==> src/rtl/inst_prefetch_queue.sv <==
// Instruction prefetch FIFO between fetch and decode: buffers {inst, pc} pairs
// and pre-decodes the head entry's immediate field and zero/sign-extension select.
module inst_prefetch_queue #(
    parameter int DEPTH = 4
) (
    input  logic        clk,
    input  logic        rst,
    input  logic        flush,
    input  logic        in_valid,
    input  logic [31:0] in_inst,
    input  logic [31:0] in_pc,
    output logic        in_ready,
    output logic        out_valid,
    output logic [31:0] out_inst,
    output logic [31:0] out_pc,
    output logic [15:0] out_imm,
    output logic        out_imm_unsign,
    input  logic        out_ready
);

    localparam int PTR_W = $clog2(DEPTH);
    localparam int CNT_W = PTR_W + 1;
    localparam logic [CNT_W-1:0] FULL_COUNT = CNT_W'(DEPTH);

    logic [63:0]      mem [DEPTH];
    logic [PTR_W-1:0] wr_ptr_reg, wr_ptr_next;
    logic [PTR_W-1:0] rd_ptr_reg, rd_ptr_next;
    logic [CNT_W-1:0] count_reg, count_next;

    logic        push;
    logic        pop;
    logic        write_en;
    logic [63:0] head;
    logic [5:0]  head_opcode;

    assign in_ready  = (count_reg != FULL_COUNT);
    assign out_valid = (count_reg != '0);
    assign push      = in_valid & in_ready;
    assign pop       = out_valid & out_ready;
    // A word offered during a redirect or reset is dropped, never stored.
    assign write_en  = push & ~flush & ~rst;

    always_ff @(posedge clk) begin
        if (write_en) begin
            mem[wr_ptr_reg] <= {in_inst, in_pc};
        end
    end

    always_comb begin
        wr_ptr_next = wr_ptr_reg;
        rd_ptr_next = rd_ptr_reg;
        count_next  = count_reg;
        if (flush) begin
            wr_ptr_next = '0;
            rd_ptr_next = '0;
            count_next  = '0;
        end else begin
            if (push) begin
                wr_ptr_next = wr_ptr_reg + PTR_W'(1);
            end
            if (pop) begin
                rd_ptr_next = rd_ptr_reg + PTR_W'(1);
            end
            if (push && !pop) begin
                count_next = count_reg + CNT_W'(1);
            end else if (pop && !push) begin
                count_next = count_reg - CNT_W'(1);
            end
        end
    end

    always_ff @(posedge clk) begin
        if (rst) begin
            wr_ptr_reg <= '0;
            rd_ptr_reg <= '0;
            count_reg  <= '0;
        end else begin
            wr_ptr_reg <= wr_ptr_next;
            rd_ptr_reg <= rd_ptr_next;
            count_reg  <= count_next;
        end
    end

    // Outputs are gated so stale or never-written array contents are never visible.
    assign head        = mem[rd_ptr_reg];
    assign head_opcode = head[63:58];

    assign out_inst       = out_valid ? head[63:32] : 32'h0;
    assign out_pc         = out_valid ? head[31:0]  : 32'h0;
    assign out_imm        = out_valid ? head[47:32] : 16'h0;
    assign out_imm_unsign = out_valid &&
                            ((head_opcode == 6'h0C) ||
                             (head_opcode == 6'h0D) ||
                             (head_opcode == 6'h0E));

endmodule

==> config.mk <==
export PLATFORM = sky130hd
export DESIGN_NAME = inst_prefetch_queue
export DESIGN_NICKNAME = d
export VERILOG_FILES = /design/src/rtl/inst_prefetch_queue.sv
export SDC_FILE = /design/constraint.sdc
export NUM_CORES = 1
export LEC_CHECK = 0
export BUFFER_PORTS_ARGS = -buffer_cell sky130_fd_sc_hd__buf_2
export CORE_ASPECT_RATIO = 2
export CORE_MARGIN = 2
export CORE_UTILIZATION = 60
export CTS_BUF_LIST = sky130_fd_sc_hd__clkbuf_4 sky130_fd_sc_hd__clkbuf_8
export DETAILED_ROUTE_END_ITERATION = 12
export PLACE_DENSITY = 0.83
export SLEW_MARGIN = 10
export SYNTH_ARGS = -nofsm -noshare
export SYNTH_HDL_FRONTEND = slang
export SYNTH_SLANG_ARGS = --single-unit
==> constraint.sdc <==
create_clock -name clk -period 4.4 [get_ports clk]
set_input_delay 0.22 -clock clk [delete_from_list [all_inputs] [get_ports clk]]
set_output_delay 0.22 -clock clk [all_outputs]
set_load 0.05 [all_outputs]
**Word level (Yosys, flattened, before mapping)**

Memory sizes are Yosys's and may differ from the RTL's. A register that Yosys moved wholly into a read port is not among the register bits.
Cells that the tools add are included.

- Register bits after elaboration: 7
- Latch bits: 0
- Memory bits (writable): 256
- Memory bits (read-only): 0
- Input port bits: 69
- Output and inout port bits: 83
- Logic and storage cells: 37
- Memories kept: 1

- $add $sub $neg: 4
- $mul: 0
- Div/mod/pow operators: 0
- Magnitude comparators: 0
- Equality and inequality tests: 4
- Shift-type cells: 0
- Multiplexer cells: 9
- Bitwise operators: 6
- Reduce and logical (&&, ||, !) cells: 10

Memories:

| memory | depth | width | read ports | clocked after memory_dff | write ports | line | text |
|---|---|---|---|---|---|---|---|
| mem | 4 | 64 | 1 | 1 | 1 | 25 | `logic [63:0] mem [DEPTH];` |

Operator list:

| kind | count |
|---|---|
| two-way mux 32 bit | 2 |
| == test 6 x 4 -> 1 bit, second input constant | 3 |
| two-way mux 16 bit | 1 |
| two-way mux 3 bit | 2 |
| adder 2 x 1 -> 2 bit, second input constant | 2 |
| bitwise AND 1 bit | 4 |
| two-way mux 2 bit | 2 |
| adder 3 x 1 -> 3 bit, second input constant | 1 |
| logical AND 1 bit | 3 |
| != test 3 bit, second input constant | 1 |
| nonzero test 3 bit | 1 |
| subtractor 3 x 1 -> 3 bit, second input constant | 1 |
| zero test 1 bit | 2 |
| logical OR 1 bit | 2 |
| two-way mux 1 bit | 2 |
| NOT 1 bit | 2 |
| nonzero test 2 bit | 1 |
| OR reduction 2 bit | 1 |

**Longest topological paths before layout**

Gate-level depths: netlist of run 1.

- Depth after elaboration: 6
- Gate-level depth with buffers: 8
- Gate-level depth less buffers: 8

**Worst setup path before layout of run 1**

Ideal clock, no wire load.

- Path kind: register -> register
- Start point: register count_reg[0]
- End point: memory mem[0][0] (enable)
- Library setup time: 429 ps
- Data arrival time: 2281 ps
- Setup slack: 1690 ps
- Stages on the path, launching flop included: 4
- Buffers on the path: 0
- Period minus slack after synthesis: 2710 ps
- Cells stage by stage: dfxtp_1 -> nor3b_1 -> nor2_1 -> and3_1

- Word-level cells in the longest chain between the ends: 6

RTL lines:

| element | line | text |
|---|---|---|
| start: declaration | 28 | `logic [CNT_W-1:0] count_reg, count_next;` |
| start signal: assignment | 80 | `count_reg <= count_next;` |
| != test 3 bit | 36 | `assign in_ready = (count_reg != FULL_COUNT);` |
| bitwise AND 1 bit | 38 | `assign push = in_valid & in_ready;` |
| via push | 30 | `logic push;` |
| bitwise AND 1 bit (2 in series) | 41 | `assign write_en = push & ~flush & ~rst;` |
| two-way mux 1 bit | 44 | `if (write_en) begin` |
| two-way mux 1 bit (implied by the code) | 45 | `mem[wr_ptr_reg] <= {in_inst, in_pc};` |
| end: declaration | 25 |  |

The timed path passes the listed nets, and every way through them passes these cells.

==> results of run 1 <==
## cell type report
type                       count  area (um2)
timing repair buffer         216        1400
sequential                   265        7880
fill                         993        4320
clock buffer                  56         683
antenna                        2        5.00
tap                          207         259
multi-input combinational    166        2160
inverter                       5        18.8
clock inverter                 5        45.0
## per-layer routing
layer	vias up	wire [um]
li1	2326	-
met1	2712	7150
met2	188	10600
met3	50	1020
met4	0	680
met5	-	0
## worst max-delay path: stages, from the launching register on
cell and delay [ns]:
dfxtp_4 0.96, buf_4 0.49, mux4_2 0.59, and2_1 0.18, buf_2 0.21
## through the flow
step	instance area [um2]	instances	worst slack [ns]
finish	12400	922	1.25
global route	12400	922	1.02
CTS	12400	920	1.16
detailed placement	11100	795	1.69
global placement	11100	795	1.70
floorplan	10300	474	1.69
## worst paths after layout
path,start,end
worst max-delay path,flop,out_pc[6]
worst min-delay path,in_valid,wr_ptr_reg[1]$_SDFFE_PP0P_
worst max register to register,count_reg[0]$_SDFFE_PP0P_,count_reg[2]$_SDFFE_PP0P_
worst min register to register,wr_ptr_reg[0]$_SDFFE_PP0P_,wr_ptr_reg[0]$_SDFFE_PP0P_
## synthesized netlist by cell type, drive strengths merged, types with 2 or more instances
master	number	area share, %
ha	5	0.61
or3	2	0.12
mux4	64	14
and3	4	0.24
dfxtp	9	1.8
edfxtp	256	75
clkbuf	9	0.34
nor2	7	0.26
a21oi	4	0.19
xor2	4	0.34
o21ai	3	0.15
nand3	2	0.097
buf	29	2.0
inv	5	0.18
and2	64	3.9
## cell families after synthesis
group           after synthesis  share of synthesized area [%]
compound gates                9                          0.500
flops                       265                           76.6
mux                          65                           14.3
fa+ha+maj                     6                          0.804
buf+inv                      43                           2.57
xor+xnor                      4                          0.341
simple gates                 82                           4.85
## power by group
part | switching (mW) | internal (mW)
registers | 0.0277 | 2.80
logic | 0.612 | 0.245
clock network | 0.811 | 1.04
==> reports/results.txt, run 1 <==
Power Total: 5.53 mW
Register bit total from synthesis: 265
Gpl congestion: 0.747
Row count: 67
CP max FO: 47
Hold Path Depth: 3
Path depth of the worst reg2reg path: 8
Die Span X: 96.5 um
Most common cell after layout, fill and taps aside: edfxtp_1
DP HPWL: 11.0 mm
Max Buffers Root-to-Sink: 3
Crit Path Class: reg2out
Status: completed
Worst skew pair latency: 0.50 ns
DRT antenna net count: 0
CTS sink count: 265
All-Layer GR Usage: 21.9%
Vias in the first global route: 5,957
Sequential fraction of the synthesis area: 76.6%
Layout area overhead: 21.2%
Met2 usage: 39.4%
Reg2Reg Setup Slack: 2.13 ns
Skew final: 0.0131 ns
Final Hold Vio Count: 0
TritonCTS clock tree: yes
Reg clk slew, reported paths: 0.06 ns
Utilization after layout: 74.2%
RSZ-0062 raised after global routing: false
# Post-CTS Setup Buffers: 0
Yosys cell types: 26
Max rail drop VDD: 0.345 mV
TritonCTS buffer count: 35
Total gr overflow: 0
Worst-margin pin slew: 1.12 ns
Final setup vio count: 0
Area of the die: 18,200 um2
Clock period minus worst slack: 3.15 ns
Max Slew Vio Count: 0
GRT met3 Usage: 3.58%
Part of the cycle the worst path needs: 71.5%
Ys async rst share: 0%
H-Tree Depth: 2
Layout cells sized above 1: 38.7%
GR peak layer: met2
Hold WS: 0.0336 ns
Worst path required time: 4.18 ns
Nets: 764
Initial core utilization: 61.2%
Hold crit path type: in2reg
Drt total wl: 19.4 mm
Power per cell area: 445 nW/um2
Drt wl/cell: 21.1 um
CTS root buf: clkbuf_8
Max_cap viols: 0
Vias: 5,276
Syn nets: 549
Average size of a mapped cell: 21.7 um2
Core Region: 16,800 um2
Max FFs per register: 256
Die height: 189 um
Mapped Area: 10,300 um2
Critical path launch point type: flop
Lkg Pwr: 4.40 nW
Yosys synthesis warning count: 0
Slew margin rel.: 25.4%
Antenna violations before repair: 2
Most frequent cells in the layout: 256 x edfxtp_1, 151 x buf_2, 64 x and2_1, 64 x dlygate4sd3_1, 59 x mux4_2
Hold-fix buffers at CTS: 64
Commonest register cell after synthesis: edfxtp_1
Number of synthesized flops with an enable pin: 256
Post-Syn Instances: 474
Setup_tns: 0 ns
Cts repair resizes: 0
Met1 GRT Util: 24.7%
I/O pin count: 152
DR iter-0 viols: 362
Via density: 5.72
Router iterations before antenna repair: 4
First-pass GRT wire length: 29.8 mm
Largest net degree at the start of global routing: 66
Crit path DAT: 2.93 ns
DRC Markers: 0
I/O Buffers: 151
Max Fclk: 0.318 GHz
Setup crit end kind: output pin
Power figures use the tool's default switching activity.
==> run 2, diff against run 1 <==
--- a/config.mk
+++ b/config.mk
@@ -8,10 +8,10 @@
 export BUFFER_PORTS_ARGS = -buffer_cell sky130_fd_sc_hd__buf_2
 export CORE_ASPECT_RATIO = 2
 export CORE_MARGIN = 2
-export CORE_UTILIZATION = 60
+export CORE_UTILIZATION = 59
 export CTS_BUF_LIST = sky130_fd_sc_hd__clkbuf_4 sky130_fd_sc_hd__clkbuf_8
 export DETAILED_ROUTE_END_ITERATION = 12
-export PLACE_DENSITY = 0.83
+export PLACE_DENSITY = 0.82
 export SLEW_MARGIN = 10
 export SYNTH_ARGS = -nofsm -noshare
 export SYNTH_HDL_FRONTEND = slang
==> constraint.sdc (replaced) <==
create_clock -name clk -period 2.95 [get_ports clk]
set_input_delay 0.1475 -clock clk [delete_from_list [all_inputs] [get_ports clk]]
set_output_delay 0.1475 -clock clk [all_outputs]
set_load 0.05 [all_outputs]
==> reports/results.txt, run 2 (synthesized netlist as in run 1, its figures left out) <==
Max Fclk: 0.380 GHz
CTS root buf: clkbuf_8
Final setup vio count: 0 (unchanged)
Antenna violations before repair: 3 (+1)
Critical path launch point type: flop
Status: completed
Crit-path slowest cell: dfxtp_4
Die Span X: 97.3 um (+0.81%)
Layout cells sized above 1: 38.8% (+0.049 points)
Initial core utilization: 59.7% (-1.5 points)
Skew final: 0.0101 ns (-0.00298 ns)
Final Hold Vio Count: 0 (unchanged)
Non-Filler Instances: 938 (+1.7%)
Gpl congestion: 0.758 (+1.4%)
Max_cap viols: 0 (unchanged)
I/O pin count: 152 (unchanged)
Setup crit end kind: output pin
Largest net degree at the start of global routing: 66 (unchanged)
First-pass GRT wire length: 30.1 mm (+1.2%)
TritonCTS buffer count: 31 (-11%)
DRT antenna net count: 0 (unchanged)
Vias in the first global route: 5,703 (-4.3%)
Worst-margin pin slew: 0.601 ns (-0.519 ns)
Area of the die: 18,500 um2 (+1.6%)
Worst skew pair latency: 0.56 ns (+0.06 ns)
Crit path buf inv count: 2 (unchanged)
CP endpoint: out_imm_unsign
Most frequent cells in the layout: 256 x edfxtp_1, 151 x buf_2, 68 x dlygate4sd3_1, 64 x and2_1, 59 x mux4_2
Drt total wl: 19.7 mm (+1.3%)
DP Cell Count: 812 (+2.1%)
# Post-CTS Setup Buffers: 0 (unchanged)
Layout area overhead: 22.1%
Reg clk slew, reported paths: 0.08 ns (+0.02 ns)
Reg2Reg Setup Slack: 0.69 ns (-1.44 ns)
Crit-path max cell delay: 0.64 ns (-0.32 ns)
Power per cell area: 635 nW/um2 (+43%)
Most common cell after layout, fill and taps aside: edfxtp_1
Slew margin rel.: 60.0% (+35 points)
I/O Buffers: 151 (unchanged)
CP max FO: 21 (-55%)
Critical-path cell list: buf_4 -> mux4_2 -> and4b_1 -> buf_2
Path depth of the worst reg2reg path: 8 (unchanged)
RSZ-0062 raised after global routing: false
Via density: 5.65 (-1.2%)
CTS sink count: 265 (unchanged)
DP HPWL: 12.4 mm (+13%)
Max Slew Vio Count: 0 (unchanged)
Max rail drop VDD: 0.430 mV (+25%)
Clock period minus worst slack: 2.64 ns
Capturing point of the worst reg2reg path: count_reg[2]$_SDFFE_PP0P_
Part of the cycle the worst path needs: 89.3%
H-Tree Depth: 1 (-1)
Core Region: 17,200 um2 (+2.5%)
Router iterations before antenna repair: 5 (+1)
Crit Path Class: reg2out
Row count: 68 (+1.5%)
Lkg Pwr: 4.45 nW (+1.1%)
Hold WS: 0.0754 ns (+0.0418 ns)
All-Layer GR Usage: 21.2% (-0.73 points)
TritonCTS clock tree: yes
Drt wl/cell: 21.0 um (-0.42%)
Reg2reg start: count_reg[0]$_SDFFE_PP0P_
Nets: 778 (+1.8%)
Filler cells: 1,035 (+4.2%)
Die height: 191 um (+0.83%)
Hold crit path type: in2reg
DRC Markers: 0 (unchanged)
Max Buffers Root-to-Sink: 3 (unchanged)
Max FFs per register: 256 (unchanged)
Worst path required time: 2.80 ns (-1.38 ns)
Crit path DAT: 2.49 ns (-0.44 ns)
Setup_tns: 0 ns (unchanged)
Number of stages on the worst setup path: 4 (unchanged)
Vias: 5,304 (+0.53%)
Total gr overflow: 0 (unchanged)
DR iter-0 viols: 282 (-22%)
Cell family with most CP delay: flip-flops
run 2: changes by cell type in the layout (fill, tap and decap cells not counted), moves of 3 or more:
cell	before	now
buf_12	0	3
buf_4	1	12
clkbuf_4	14	1
clkbuf_8	42	38
clkinv_1	4	7
clkinv_2	0	8
dlygate4sd3_1	64	68
run 2: stage by stage:
step           setup WS [ns]  power, mW  utilization (%)  cell area (um2)
5_1_grt                0.143       8.21             73.0            12500
4_1_cts                0.156       8.01             72.9            12500
3_3_place_gp           0.785       5.48             65.3            11200
6_report               0.315       7.97             73.0            12500
2_1_floorplan          0.240       5.23                -            10300
3_5_place_dp           0.743       5.51             65.3            11200
run 2: area by class of cell:
cell class	instances	area, um2	share of cell area (%)
diodes	3	7.51	0.0599
clock buffers	39	531	4.23
clock inverters	16	96.3	0.768
inverters	5	18.8	0.150
multi-input cells	166	2160	17.2
flip-flops and latches	265	7880	62.8
well taps	210	263	2.10
repair buffers	234	1590	12.7
run 2: worst register-to-register path: stages (launching register included):
cell	delay [ns]
dfxtp_1	0.46
nor3b_1	0.14
nor2_1	0.27
ha_1	0.25
inv_1	0.07
fa_1	0.38
xor2_1	0.16
or3_1	0.32
a21oi_1	0.15
run 2: repair_timing:
action,in CTS,in global routing
hold buffers,68,0
resized for setup,0,1
setup endpoints to repair,0,1
hold endpoints to repair,265,0
run 2: worst min-delay path by stage:
stage | from | end | cells after the start
after floorplan | in_pc[0] | mem[0][0]$_DFFE_PP_ | 0
after global placement | in_inst[21] | mem[1][53]$_DFFE_PP_ | 1
after detailed placement | in_inst[25] | mem[0][57]$_DFFE_PP_ | 1
after CTS | out_ready | rd_ptr_reg[0]$_SDFFE_PP0P_ | 4
after global routing | out_ready | rd_ptr_reg[0]$_SDFFE_PP0P_ | 4
final | out_ready | rd_ptr_reg[0]$_SDFFE_PP0P_ | 4
run 2: power by group:
group	switching [mW]	total (mW)	internal (mW)
sequential	0.0297	4.20	4.17
clock	1.20	2.47	1.26
combinational	0.922	1.30	0.378
run 2: routing by layer:
layer  up-vias  routed length [um]  track usage (%)
li1       2359                   -                -
met1      2693                7110             25.1
met2       203               10900             38.8
met3        49                1070             2.97
met4         0                 599             9.08
met5         -                   0                0
